### src/rtl/record_play_sequencer.sv
// Beat-synchronous record/playback sequencer for the 64x32 guitar note RAM.
// Optional build macro LOOP_PLAY_EN: playback wraps to index 0 instead of stopping after one pass.
module record_play_sequencer (
  input  logic        clk,
  input  logic        resetn,
  input  logic        select,
  input  logic        back,
  input  logic        mode,
  input  logic        beat_tick,
  input  logic [31:0] note_in,
  input  logic [31:0] ram_q,
  output logic [5:0]  ram_address,
  output logic        ram_wren,
  output logic [31:0] ram_data,
  output logic [31:0] note_out,
  output logic        note_valid,
  output logic [6:0]  length,
  output logic        recording,
  output logic        playing
);

  typedef enum logic [1:0] {S_IDLE, S_ARMED, S_RECORDING, S_PLAYING} state_t;

  state_t      r_state, w_state_next;
  logic        r_sel_d, r_back_d;
  logic [5:0]  r_wptr, w_wptr_next;
  logic [5:0]  r_rptr, w_rptr_next;
  logic [31:0] r_acc, w_acc_next;
  logic        r_rd_pend, w_rd_pend_next;
  logic        r_rd_cap, w_rd_cap_next;
  logic        r_last_pend, w_last_pend_next;
  logic        r_last_cap, w_last_cap_next;
  logic [5:0]  r_ram_address, w_addr_next;
  logic        r_ram_wren, w_wren_next;
  logic [31:0] r_ram_data, w_data_next;
  logic [31:0] r_note_out, w_note_next;
  logic        r_note_valid, w_valid_next;
  logic [6:0]  r_length, w_len_next;
  logic        r_recording, r_playing;
  logic        w_sel_edge, w_back_edge, w_last_read;

  assign w_sel_edge  = select & ~r_sel_d;
  assign w_back_edge = back & ~r_back_d;
  assign w_last_read = (({1'b0, r_rptr} + 7'd1) == r_length);

  always_comb begin
    w_state_next     = r_state;
    w_wptr_next      = r_wptr;
    w_rptr_next      = r_rptr;
    w_acc_next       = r_acc;
    w_rd_pend_next   = 1'b0;
    w_rd_cap_next    = r_rd_pend;
    w_last_pend_next = 1'b0;
    w_last_cap_next  = r_last_pend;
    w_addr_next      = r_ram_address;
    w_wren_next      = 1'b0;
    w_data_next      = r_ram_data;
    w_note_next      = r_note_out;
    w_valid_next     = 1'b0;
    w_len_next       = r_length;

    case (r_state)
      S_IDLE: begin
        w_addr_next = 6'd0;
        if (w_sel_edge) begin
          if (!mode) begin
            w_state_next = S_ARMED;
          end else if (r_length != 7'd0) begin
            w_state_next = S_PLAYING;
            w_rptr_next  = 6'd0;
          end
        end
      end

      S_ARMED: begin
        if (w_back_edge) begin
          w_state_next = S_IDLE;
        end else if (w_sel_edge) begin
          w_state_next = S_RECORDING;
          w_wptr_next  = 6'd0;
          w_acc_next   = 32'd0;
          w_len_next   = 7'd0;
        end
      end

      S_RECORDING: begin
        w_acc_next = r_acc | note_in;
        if (w_back_edge) begin
          w_state_next = S_IDLE;
          w_len_next   = 7'd0;
          w_acc_next   = 32'd0;
        end else if (beat_tick) begin
          // A select in the same cycle still lets this beat's word land.
          w_wren_next = 1'b1;
          w_addr_next = r_wptr;
          w_data_next = r_acc | note_in;
          w_acc_next  = 32'd0;
          w_wptr_next = r_wptr + 6'd1;
          w_len_next  = r_length + 7'd1;
          if (r_wptr == 6'd63 || w_sel_edge) begin
            w_state_next = S_IDLE;
          end
        end else if (w_sel_edge) begin
          w_state_next = S_IDLE;
          w_acc_next   = 32'd0;
        end
      end

      S_PLAYING: begin
        if (w_sel_edge || w_back_edge) begin
          // Abort drops any read still in flight.
          w_state_next    = S_IDLE;
          w_rd_cap_next   = 1'b0;
          w_last_cap_next = 1'b0;
        end else begin
          if (r_rd_cap) begin
            w_note_next  = ram_q;
            w_valid_next = 1'b1;
            if (r_last_cap) begin
              w_state_next = S_IDLE;
            end
          end
          if (beat_tick && !r_last_pend && !r_last_cap) begin
            w_addr_next    = r_rptr;
            w_rd_pend_next = 1'b1;
            w_rptr_next    = r_rptr + 6'd1;
            if (w_last_read) begin
`ifdef LOOP_PLAY_EN
              w_rptr_next      = 6'd0;
`else
              w_last_pend_next = 1'b1;
`endif
            end
          end
        end
      end

      default: begin
        w_state_next = S_IDLE;
      end
    endcase
  end

  always_ff @(posedge clk or negedge resetn) begin
    if (!resetn) begin
      r_state       <= S_IDLE;
      r_sel_d       <= 1'b0;
      r_back_d      <= 1'b0;
      r_wptr        <= 6'd0;
      r_rptr        <= 6'd0;
      r_acc         <= 32'd0;
      r_rd_pend     <= 1'b0;
      r_rd_cap      <= 1'b0;
      r_last_pend   <= 1'b0;
      r_last_cap    <= 1'b0;
      r_ram_address <= 6'd0;
      r_ram_wren    <= 1'b0;
      r_ram_data    <= 32'd0;
      r_note_out    <= 32'd0;
      r_note_valid  <= 1'b0;
      r_length      <= 7'd0;
      r_recording   <= 1'b0;
      r_playing     <= 1'b0;
    end else begin
      r_state       <= w_state_next;
      r_sel_d       <= select;
      r_back_d      <= back;
      r_wptr        <= w_wptr_next;
      r_rptr        <= w_rptr_next;
      r_acc         <= w_acc_next;
      r_rd_pend     <= w_rd_pend_next;
      r_rd_cap      <= w_rd_cap_next;
      r_last_pend   <= w_last_pend_next;
      r_last_cap    <= w_last_cap_next;
      r_ram_address <= w_addr_next;
      r_ram_wren    <= w_wren_next;
      r_ram_data    <= w_data_next;
      r_note_out    <= w_note_next;
      r_note_valid  <= w_valid_next;
      r_length      <= w_len_next;
      r_recording   <= (w_state_next == S_ARMED) || (w_state_next == S_RECORDING);
      r_playing     <= (w_state_next == S_PLAYING);
    end
  end

  assign ram_address = r_ram_address;
  assign ram_wren    = r_ram_wren;
  assign ram_data    = r_ram_data;
  assign note_out    = r_note_out;
  assign note_valid  = r_note_valid;
  assign length      = r_length;
  assign recording   = r_recording;
  assign playing     = r_playing;

endmodule

### config.mk
export PLATFORM = sky130hd
export DESIGN_NAME = record_play_sequencer
export DESIGN_NICKNAME = d
export VERILOG_FILES = /design/src/rtl/record_play_sequencer.sv
export SDC_FILE = /design/constraint.sdc
export NUM_CORES = 1
export LEC_CHECK = 0
export ABC_AREA = 1
export BUFFER_PORTS_ARGS = -buffer_cell sky130_fd_sc_hd__buf_2
export CAP_MARGIN = 20
export CORE_AREA = 2 2 127 92
export CTS_CLUSTER_SIZE = 24
export DETAILED_ROUTE_END_ITERATION = 8
export DIE_AREA = 0 0 129 94
export GPL_TIMING_DRIVEN = 1
export PLACE_DENSITY = 0.78
export SYNTH_ARGS = -nofsm -noshare
export SYNTH_HDL_FRONTEND = slang
export SYNTH_SLANG_ARGS = --single-unit
### constraint.sdc
create_clock -name clk -period 1.69 [get_ports clk]
set_input_delay 0.169 -clock clk [delete_from_list [all_inputs] [get_ports clk]]
set_output_delay 0.169 -clock clk [all_outputs]
set_load 0.02 [all_outputs]
# Word level (Yosys, flattened, before mapping)
# Index checks and enable logic that the tools add are counted.
classes:
  addsub: 4
  mul: 0
  shifts: 0
  n_eq_ne: 18
  div_mod_pow: 0
  muxes: 57
  n_reduce_logical: 19
  bitwise: 7
  order_cmp: 0
ops:
  columns: ["operator", "count"]
  rows:
  - ["$mux W32", 5]
  - ["$mux W6", 13]
  - ["$pmux W32 S2", 1]
  - ["$or A32 B32 Y32", 1]
  - ["$mux W7", 4]
  - ["$mux W2", 12]
  - ["$pmux W6 S2", 2]
  - ["$ne A2 B2 Y1 const B", 9]
  - ["$pmux W6 S3", 1]
  - ["$mux W1", 17]
  - ["$pmux W7 S2", 1]
  - ["$add A6 B1 Y6 const B", 2]
  - ["$reduce_and A5 Y1", 2]
  - ["$reduce_and A3 Y1", 3]
  - ["$eq A2 B2 Y1 const B", 4]
  - ["$pmux W2 S4", 1]
  - ["$add A6 B1 Y7 const B", 1]
  - ["$add A7 B1 Y7 const B", 1]
  - ["$eq A7 B7 Y1", 1]
  - ["$reduce_bool A7 Y1", 1]
  - ["$eq A6 B6 Y1 const B", 1]
  - ["$reduce_and A6 Y1", 1]
  - ["$eq A2 B1 Y1 const B", 2]
  - ["$not A1 Y1", 4]
  - ["other kinds (9)", 15]
totals:
  rom_bits: 0
  latch_bits: 0
  in_bits: 70
  mem_count: 0
  register_bits: 133
  ram_bits: 0

# Depth between registers and ports, before layout
logic_depth:
  depth_word: 9
  ltp_mapped: 10
  mapped_depth_nobuf: 10

# Worst setup path before layout
# Ideal clock, no wire load.
synth_timing:
  path_kind: "register to register"
  from: "register r_length[0], in the netlist length[0]"
  to: "register r_recording, in the netlist recording"
  n_path_buf: 0
  path_stages_with_launch: 7
  slack_ns: 0.174
  t_arrival_ns: 1.390
  period_less_slack_ns: 1.516
  cell_sequence: "dfrtp_1 inv_1 ha_1 nand3_1 o21ai_0 o311ai_0 ha_1"
synth_between:
  elab_chain_cells: 7
  word_cells_on_any_way: 8
synth_lines:
  columns: ["item", "line", "rtl"]
  rows:
  - ["start, declared", "38", "logic [6:0] r_length, w_len_next;"]
  - ["start signal, assigned", "180", "r_length <= w_len_next;"]
  - ["$reduce_bool A7 Y1 (*)", "68", "end else if (r_length != 7'd0) begin"]
  - ["$mux W2 (*)", "68", null]
  - ["$mux W2 (*)", "66", "if (!mode) begin"]
  - ["$mux W2 (*)", "65", "if (w_sel_edge) begin"]
  - ["$pmux W2 S4 (*)", "62", "case (r_state)"]
  - ["$eq A2 B1 Y1 or $eq A2 B2 Y1 (tied branches)", "181", "r_recording <= (w_state_next == S_ARMED) || (w_state_next == S_RECORDING);"]
  - ["$logic_or A1 B1 Y1 (*)", "181", null]
  - ["end signal, assigned", "181", null]
  - ["end, declared", "39", "logic r_recording, r_playing;"]
# Mark *: on every way between the ends. The rest lies on a longest branch, timed or not.
# A chain may end at the register's enable or synchronous reset.

# Worst setup path after layout
layout_timing:
  from: "register r_length[5], in the netlist length[5]"
  to: "register r_recording, in the netlist recording"
# Same word-level chain as after synthesis.

==> results.yml <==
die:
  floorplan.die.width_um: 129
  die-height_um: 94
  fp.dieArea_um2: 12100
  io_pins: 151
  core_region_area_um2: 10900
  row_count: 32
  initial_utilization_pct: 52.5
final_layout:
  register_area_um2: 3330
  area_growth_synth_to_finish_pct: 33.7
  stdcell_area_um2: 7610
  finalNonFillerCells: 1001
  post-route-util_pct: 70.1
  num-nets-final: 910
  footprint_of_the_multi_input_gates_um2: 2030
  nFillCells: 809
  drive_gt1_share_pct: 27.0
  n_antenna_cell: 0
synthesis:
  post-synth-top-area-cell: "dfrtp_1"
  yosys_register_bits: 133
  library_cell_with_the_highest_instance_count_after_synthesis: "nand2_1"
  synthAdderAreaFrac_pct: 1.10
  synthesis.area_um2: 5690
  synth_warnings: 0
  yosysSeqAreaShare_pct: 58.5
  yosys-top-cells-area: "dfrtp_1, nand2_1, a21oi_1"
  synth-compound-area-share_pct: 10.0
  synth-simple-area-share_pct: 24.1
  post-synth-top-area-fraction_pct: 58.5
  synth_xor_area_share_pct: 0.154
  synth_top_family_by_area: "simple AND/OR/NAND/NOR gates"
  proportion_of_synthesized_flip_flops_having_asynchronous_set_or_reset_pct: 100
  yosys-mux-area-fraction_pct: 0
  number_of_flops_mapped_to_enable_cells_by_yosys: 0
  postSynthNetCount: 714
  most_used_flip_flop_cell_after_synthesis: "dfrtp_1"
  synth.avg_cell_area_um2: 8.91
  synthDistinctLibCells: 29
  synthTopCellsByCount: "nand2_1, dfrtp_1, nor2_1, inv_1, a21oi_1"
  synth_cells: 639
critical_path:
  worstSetupPathType: "reg2reg"
  critPathTopFamily: "flip-flops"
  path_cells: "nor3_4 -> nand3_1 -> o21ai_1 -> o311ai_0 -> ha_1"
  crit_path_slowest_cell: "dfrtp_1"
  worst-endpoint-arrival_ns: 1.90
  worst_setup_path_end_kind: "flop"
  element_type_at_the_critical_path_start: "flop"
  worst_path_largest_cell_delay_ns: 0.46
  critical_path_peak_fanout: 5
  worstPathBufferInverterCount: 0
  worst_ep_required_time_ns: 1.98
status:
  status: "finished clean"
global_route:
  grt_pass1_wl_mm: 23.7
  pin_count_of_the_biggest_net_entering_global_routing: 64
  grt_usage_pct: 25.1
  grt_pass1_vias: 5026
  grt_overflow_total: 0
  antenna_violations_before_repair: 0
timing:
  hold_violation_total_from_the_final_report: 0
  tightest_slew_ns: 0.357
  rsz0062_at_grt: "true"
  timing.max_slew.rel_slack_pct: 75.9
  timing.final.crit_period_ns: 1.62
  drv_slew: 0
  post-route-period-util_pct: 95.6
  setup_viol: 0
  maxClockFrequency_mhz: 619
  finClkSkew_ns: 0.00750
clocking:
  cts_tree: "yes"
  clock_tree.htree_level_count: 4
  cts_setup_buffers: 0
  clk-insertion-delay-late_ns: 0.41
  cts_buffer_depth: 2
  cts_made_buffers: 17
  clk_pin_slew_ns: 0.06
  clock-sinks: 133
  clock_tree.root_cell: "clkbuf_16"
routing:
  wl_per_cell_um: 14.4
  drtAntennaViolNets: 0
  drc: 0
  route.detailed.vias_per_inst: 5.02
  drt_first_iter_violations: 257
  route.vias.total: 5021
  finalWirelength_mm: 14.4
  firstDrtPassIters: 5
pwr:
  p_leak_nw: 4.08
  vdd.ir_drop.worst_uv: 805
  report.power.total_mw: 11.1
  power_per_cell_area_nw_per_um2: 1460
place:
  postPlaceCellArea_um2: 6610
  hpwl_after_detailed_placement_mm: 9.49
  io_buffer_count: 150
  dp.cells: 934
  gp_congestion: 0.905
hold_path:
  timing.hold.worst.class: "in2reg"
job:
  drv.max_cap_violation_count: 0
cell type report:
type | instances | area share, %
tap | 153 | 2.52
multi-input combinational | 437 | 26.6
sequential | 133 | 43.7
timing repair buffer | 197 | 16.3
inverter | 49 | 2.47
clock inverter | 12 | 2.30
clock buffer | 20 | 6.00
worst min-delay path, stage by stage:
cell and delay [ns]:
buf_2 0.07, nor2_1 0.04, a21oi_1 0.10
state kept, by name, summed over array words and instances, names as in the netlist:
| signal | count |
|---|---|
| r_last_cap | 1 |
| r_back_d | 1 |
| r_state | 2 |
| ram_data | 32 |
| recording | 1 |
| ram_address | 6 |
| r_acc | 32 |
| r_last_pend | 1 |
| note_out | 32 |
| r_sel_d | 1 |
| playing | 1 |
| note_valid | 1 |
| length | 7 |
| r_rd_pend | 1 |
| ram_wren | 1 |
| r_wptr | 6 |
| r_rptr | 6 |
| r_rd_cap | 1 |
per-layer routing:
metal / vias to the layer above / track usage (%) / wire length, µm
li1: 2437 / - / -
met1: 2393 / 32.4 / 6350
met2: 173 / 41.9 / 6930
met3: 18 / 7.18 / 982
met4: 0 / 6.61 / 158
met5: - / 0 / 0
power by group:
part | switching (mW) | total (mW) | internal [mW] | leakage (nW)
clock | 1.35 | 3.89 | 2.55 | 0.302
combinational | 1.96 | 3.00 | 1.04 | 1.99
sequential | 0.387 | 4.20 | 3.82 | 1.79
total | 3.69 | 11.1 | 7.41 | 4.08
placed cells by master (no fill, tap or decap), types with 3 or more instances in the layout:
| master | instances |
|---|---|
| a21oi_1 | 38 |
| buf_12 | 4 |
| buf_2 | 149 |
| buf_4 | 9 |
| bufinv_16 | 4 |
| clkbuf_16 | 17 |
| clkinv_2 | 4 |
| clkinvlp_4 | 3 |
| dfrtp_1 | 133 |
| dlygate4sd3_1 | 35 |
| ha_1 | 4 |
| inv_1 | 44 |
| inv_2 | 3 |
| nand2_1 | 232 |
| nand2_2 | 9 |
| nand2_4 | 3 |
| nand3_1 | 17 |
| nand4_1 | 7 |
| nor2_1 | 50 |
| o21ai_0 | 17 |
| o21ai_1 | 30 |
| o21ai_2 | 10 |
| o22ai_1 | 5 |
path summary, 6_finish.rpt:
| kind | from | endpoint | slack [ns] | depth (start not counted) |
|---|---|---|---|---|
| worst max-delay path | length[5]$_DFFE_PN0P_ | recording$_DFF_PN0_ | 0.07 | 5 |
| worst min-delay path | note_in[12] | r_acc[12]$_DFFE_PN0P_ | 0.03 | 3 |
| worst max register to register | length[5]$_DFFE_PN0P_ | recording$_DFF_PN0_ | 0.07 | 5 |
| worst min register to register | ram_address[4]$_DFFE_PN0P_ | ram_address[4]$_DFFE_PN0P_ | 0.47 | 2 |
| max in group asynchronous | resetn | r_rptr[4]$_DFFE_PN0P_ | 0.92 | 3 |
| min in group asynchronous | resetn | r_acc[14]$_DFFE_PN0P_ | 0.17 | 2 |
kinds of logic after synthesis:
family / Yosys count
AND/OR/NAND/NOR: 328
flip-flops: 133
AO/OA/AOI/OAI: 103
buffers and inverters: 69
adder cells (fa/ha/maj): 5
XOR/XNOR: 1
through the flow:
stage	setup TNS, ns	setup WS (ns)	hold WS, ns
after floorplan	0	0.174	-0.127
after global placement	0	0.0639	0.0397
after detailed placement	-0.0234	-0.0234	0.0428
after CTS	0	0.0505	0.0101
after global routing	-0.0859	-0.0707	0.0171
final	0	0.0742	0.0263
what timing repair did:
| item | CTS | global route |
|---|---|---|
| resized for setup | 1 | 5 |
| endpoints found under the setup margin | 1 | 30 |
| hold endpoints to repair | 167 | 0 |
| hold buffers | 35 | 0 |
Power figures use the tool's default switching activity.
